$ cat src/rtl/generic_bus_sram_sub.sv
// Generic-bus subordinate backed by a Depth x DataWidth byte-strobed SRAM with a fixed wait-state count.
// Optional address/illegal-transfer error reporting is enabled by defining GENERIC_BUS_SRAM_SUB_ERR_EN.
module generic_bus_sram_sub #(
  parameter int DataWidth  = 32,
  parameter int AddrWidth  = 32,
  parameter int Depth      = 16,
  parameter int WaitStates = 2
) (
  input  logic                   clk,
  input  logic                   reset,
  input  logic [AddrWidth-1:0]   addr,
  input  logic                   wEn,
  input  logic                   rEn,
  input  logic [DataWidth-1:0]   wData,
  input  logic [DataWidth/8-1:0] wStrb,
  output logic [DataWidth-1:0]   rData,
  output logic                   busy,
  output logic                   error
);

  localparam int Bytes   = DataWidth / 8;
  localparam int ByteOff = $clog2(Bytes);
  localparam int IdxW    = $clog2(Depth);
  localparam logic [3:0] WsCnt = 4'(WaitStates);

  typedef enum logic {ST_IDLE, ST_WAIT} state_t;

  state_t               r_state;
  state_t               w_state_nxt;
  logic [3:0]           r_cnt;
  logic [3:0]           w_cnt_nxt;
  logic [DataWidth-1:0] r_mem [Depth];

  logic            w_req;
  logic            w_both;
  logic            w_busy_raw;
  logic            w_done_raw;
  logic            w_done;
  logic            w_bad;
  logic            w_wr;
  logic            w_rd;
  logic [IdxW-1:0] w_idx;
  logic            w_unused;

  assign w_req  = wEn | rEn;
  assign w_both = wEn & rEn;
  assign w_idx  = addr[ByteOff +: IdxW];
  // Upper and sub-word address bits only matter when error checking is built in.
  assign w_unused = ^addr;

  always_ff @(posedge clk) begin
    if (reset) begin
      r_state <= ST_IDLE;
      r_cnt   <= '0;
    end else begin
      r_state <= w_state_nxt;
      r_cnt   <= w_cnt_nxt;
    end
  end

  always_comb begin
    w_state_nxt = r_state;
    w_cnt_nxt   = r_cnt;
    case (r_state)
      ST_IDLE: begin
        if (w_req && (WsCnt != 4'd0)) begin
          w_state_nxt = ST_WAIT;
          w_cnt_nxt   = 4'd1;
        end
      end
      ST_WAIT: begin
        // A dropped request abandons the transfer just like a normal completion.
        if (!w_req || (r_cnt >= WsCnt)) begin
          w_state_nxt = ST_IDLE;
          w_cnt_nxt   = 4'd0;
        end else begin
          w_cnt_nxt = r_cnt + 4'd1;
        end
      end
      default: begin
        w_state_nxt = ST_IDLE;
        w_cnt_nxt   = 4'd0;
      end
    endcase
  end

  always_comb begin
    w_busy_raw = 1'b0;
    w_done_raw = 1'b0;
    case (r_state)
      ST_IDLE: begin
        if (w_req) begin
          if (WsCnt == 4'd0) w_done_raw = 1'b1;
          else               w_busy_raw = 1'b1;
        end
      end
      ST_WAIT: begin
        if (w_req) begin
          if (r_cnt >= WsCnt) w_done_raw = 1'b1;
          else                w_busy_raw = 1'b1;
        end
      end
      default: begin
        w_busy_raw = 1'b0;
        w_done_raw = 1'b0;
      end
    endcase
  end

  assign busy   = w_busy_raw & ~reset;
  assign w_done = w_done_raw & ~reset;

`ifdef GENERIC_BUS_SRAM_SUB_ERR_EN
  localparam logic [AddrWidth:0]   AddrLimit = (AddrWidth+1)'(Depth * Bytes);
  localparam logic [AddrWidth-1:0] AlignMask = AddrWidth'(Bytes - 1);

  logic w_addr_err;
  assign w_addr_err = ((addr & AlignMask) != '0) || ({1'b0, addr} >= AddrLimit);
  assign w_bad      = w_addr_err | w_both;
  assign error      = w_done & w_bad;
`else
  assign w_bad = w_both;
  assign error = 1'b0;
`endif

  assign w_wr  = w_done & wEn & ~w_bad;
  assign w_rd  = w_done & rEn & ~w_bad;
  assign rData = w_rd ? r_mem[w_idx] : '0;

  always_ff @(posedge clk) begin
    if (reset) begin
      for (int i = 0; i < Depth; i++) r_mem[i] <= '0;
    end else if (w_wr) begin
      for (int b = 0; b < Bytes; b++) begin
        if (wStrb[b]) r_mem[w_idx][b*8 +: 8] <= wData[b*8 +: 8];
      end
    end
  end

endmodule
$ cat config.mk
export PLATFORM = sky130hd
export DESIGN_NAME = generic_bus_sram_sub
export DESIGN_NICKNAME = d
export VERILOG_FILES = /design/src/rtl/generic_bus_sram_sub.sv
export SDC_FILE = /design/constraint.sdc
export NUM_CORES = 1
export LEC_CHECK = 0
export BUFFER_PORTS_ARGS = -buffer_cell sky130_fd_sc_hd__buf_2
export CORE_MARGIN = 3
export CORE_UTILIZATION = 45
export CTS_CLUSTER_SIZE = 12
export DETAILED_ROUTE_END_ITERATION = 16
export GPL_TIMING_DRIVEN = 0
export SKIP_CTS_REPAIR_TIMING = 1
export SYNTH_ARGS = -nofsm -noshare
export SYNTH_HDL_FRONTEND = slang
export SYNTH_SLANG_ARGS = --single-unit
$ cat constraint.sdc
create_clock -name clk -period 3.5 [get_ports clk]
set_clock_uncertainty 0.2 [all_clocks]
set_input_delay 1.05 -clock clk [delete_from_list [all_inputs] [get_ports clk]]
set_output_delay 1.05 -clock clk [all_outputs]
set_load 0.05 [all_outputs]
# After elaboration in Yosys (flattened, before gate mapping)
# Memory sizes are Yosys's and may differ from the RTL's.
# Cells that the tools add are included.
# totals
register_bits	5
ramBits	512
in_bits	72
output_inout_bits	34
memories	1
# memory_table
name	words	width	rd	rd_clocked_by_memory_dff	write_ports	line	text
r_mem	16	32	1	0	16	32	logic [DataWidth-1:0] r_mem [Depth];
# classes
addsub	1
order_cmp	1
n_eq_ne	1
n_mux	34
n_bitwise	11
reduce_logical	3
# ops
operator	n
two-way mux 32 bit	2
OR reduction 32 bit	1
two-way mux 1 bit	25
two-way mux 4 bit	4
case mux 4 bit (2 select lines)	1
AND 1 bit	7
adder 4 x 1 -> 4 bit (second input constant)	1
greater-or-equal comparator 4 x 2 -> 1 bit (second input constant)	1
case mux 1 bit (2 select lines)	2
inverter 1 bit	3
!= test 2 bit (second input constant)	1
zero test 1 bit	1
logical OR 1 bit	1
bitwise OR 1 bit	1

# Longest topological paths before layout
# depth
ltp_word	12
depth_mapped	9

# Worst setup path after synthesis
# OpenSTA, ideal clock, no wires.
# synth_path
path_kind	input-to-output
startpoint	in addr[3]
endpoint	out rData[30]
arrival_ns	3.065
required_time_ns	2.250
setup_slack_ns	-0.815
stages	6
cell_sequence	buf_2 -> buf_2 -> clkbuf_1 -> nand3b_1 -> nand4_1 -> o21ai_0
# synth_via
elab_chain_len	2
# synth_rtl
element	line	text
start: declaration	11	input logic [AddrWidth-1:0] addr,
memory read (16 x 32 bit)	-	
two-way mux 32 bit	128	assign rData = w_rd ? r_mem[w_idx] : '0;
end: declaration	16	output logic [DataWidth-1:0] rData,
# Every way passes these cells.

# Final worst setup path
# layout_path
startpoint	in addr[2]
endpoint	out rData[22]
# Same word-level chain as after synthesis.

==> results.cfg <==
[run_status]
outcome = finished with violations
violations = negative setup slack

[setup_path]
crit_arrival_ns = 2.69
max_stage_delay_ns = 0.55
r2r_slack_ns = 0.30
r2r_cells = 5
path_class = in2out
critPathRequiredTime_ns = 2.25
endpoint_kind = primary output
worst-path-max-fanout = 5
reg2reg_to = r_mem[14][4]
cp_cell_sequence = buf_16 > buf_16 > buf_12 > mux4_2 > mux2_4 > nand2_4 > o221ai_4 > buf_6
cpMostUsedCell = buf_16
crit_path_start = addr[2]
cp_top_family = multiplexers
critPathBufInv = 4
start_kind = primary input
slowest_stage = mux4_2
r2r_start = r_state

[placement]
placed_cells = 2352
gp_congestion = 0.833
place_area_sq_um = 25900
port_buffers = 73
dpl.hpwl_mm = 44.8

[clock_tree]
cts_max_path_buffers = 3
htree_levels = 2
path_clk_slew_ns = 0.06
tritoncts = built
clk_latency_ns = 0.61
cts.sinks = 517
cts_root_buf = clkbuf_16
cts_buffers = 55

[yosys]
ys_seq_area_share_pct = 64.6
yosysWarnings = 0
synth_top_area_cell = edfxtp_1
synth_area_sq_um = 24000
synth.net_count = 1673
yosysTopAreaCellShare_pct = 64.2
synthArstFlopShare_pct = 0
synthCells = 1599
synth_flop_cell = edfxtp_1
synth_area_leaders = edfxtp_1, and2_1, mux4_2
synth_area_per_cell_sq_um = 15.0
synth_edf_count = 512
ys_types = 36
ys_ff_latch = 517

[timing]
finalMaxSlewViolations = 0
worst_slew_margin_rel_pct = 26.2
setup_slack_ns = -0.441
setup_violations = 41
hold_slack_ns = 0.293
worst_slew_pin_slew_ns = 1.11
rsz0062_at_grt = yes
finalCriticalPeriod_ns = 3.94
final-hold-violation-count = 0
fin_crit_sh_pct = 113
tns_ns = -11.31
fmax_mhz = 254

[min_path]
hold_end = r_cnt[3]
hp-start = r_cnt[3]
holdPathStages = 1
min_path_type = reg2reg

[flow_run]
drv_cap = 0

[route]
drtIter0Drc = 1328
routedWlPerCell_microns = 27.1
viasPerCell = 5.68
dr.pass1.iters = 5
finalWirelength_mm = 67.0
vias = 14100
drtAntennaViolNets = 0
drc_errors = 0

[power_and_ir_drop]
p_per_area_nw_per_um2 = 474
p_leak_nw = 10.6
ir_drop_mv = 0.348

[grt]
grt_max_degree = 14
grt_antenna_before_repair = 5
grt_pass1_vias = 14300
gr-total-overflow = 0
grt_pass1_wl_mm = 96.1
groute.usage.overall_pct = 23.6

[floorplanning]
die_w_microns = 237
start_util_pct = 46.1
die-area_sq_um = 56100
die_h_microns = 237
fp-row-count = 83
ioPinCount = 106
core_sq_um = 52000

[finish]
final_nets = 1829
layout_commonest_cell = and2_1
fillers = 4190
drive_gt1_share_pct = 30.5
area_growth_pct = 20.3
instances_no_fill = 2477
mostFrequentLayoutCells = and2_1, edfxtp_1, mux4_2
fin_area_sq_um = 28800
-- area by class of cell --
cell class | instances | area, sq um | share of cell area [%]
Sequential cell | 517 | 15500 | 53.7
Multi-Input combinational cell | 924 | 8700 | 30.2
Clock buffer | 73 | 1490 | 5.16
Timing Repair Buffer | 101 | 1020 | 3.55
Buffer | 93 | 853 | 2.96
Tap cell | 680 | 851 | 2.95
Inverter | 63 | 236 | 0.821
Clock inverter | 25 | 185 | 0.643
Antenna cell | 1 | 2.50 | 0.00868
-- worst register-to-register path: cells and delay by family (launching register included) --
| kind | cells | cell delay, ns |
|---|---|---|
| and+or+nand+nor | 4 | 1.65 |
| buffers and inverters | 1 | 0.54 |
| DFF | 1 | 0.50 |
-- metrics by stage --
| stage | power [W] | worst slack [ns] | utilization (%) |
|---|---|---|---|
| global route | 0.0140 | -0.467 | 55.4 |
| finish | 0.0137 | -0.441 | 55.4 |
| floorplan | 0.00774 | -0.263 | - |
| CTS | 0.0136 | -1.23 | 53.0 |
| detailed placement | 0.00810 | -1.23 | 49.8 |
| global placement | 0.00807 | -1.26 | 49.8 |
-- synthesized netlist by cell type (3+ instances only) --
library cell	n
nand4_1	18
nand2_1	34
nor2_1	72
buf_1	3
o221ai_1	31
mux2_2	31
nor2b_1	6
inv_1	63
a211oi_1	3
dfxtp_1	5
edfxtp_1	512
buf_2	26
buf_4	4
mux4_2	126
or2_2	53
clkbuf_1	61
or2_1	12
mux2i_1	4
and2_1	513
-- power by group --
| group | internal, W | switching, W |
|---|---|---|
| clock network | 0.00318 | 0.00240 |
| registers | 0.00699 | 0.0000596 |
| logic | 0.000415 | 0.000612 |
-- worst max path at each step --
stage / depth (start not counted) / endpoint / slack (ns)
detailed placement: 8 / rData[23] / -1.23
CTS: 8 / rData[24] / -1.23
global route: 8 / rData[22] / -0.47
floorplan: 6 / rData[5] / -0.26
finish: 8 / rData[22] / -0.44
global placement: 8 / rData[23] / -1.26
-- per-layer routing --
layer,global-route usage [%],wire length (microns),vias up
li1,-,-,6146
met1,32.4,28100,7335
met3,4.31,4030,113
met5,0,57,-
met4,6.14,1870,8
met2,39.0,33000,460
-- flip-flops by register name, summed over array words and instances, names as in the netlist --
name,cells
r_cnt,4
r_mem,512
r_state,1
-- cell families after synthesis --
group,synth area share [%]
multiplexers,13.5
AO/OA/AOI/OAI,1.38
AND/OR/NAND/NOR,17.8
adder cells (fa/ha/maj),0.104
other,0.0156
flip-flops,64.6
buffers and inverters,2.70
No activity file was read; power rests on OpenSTA's default activity.
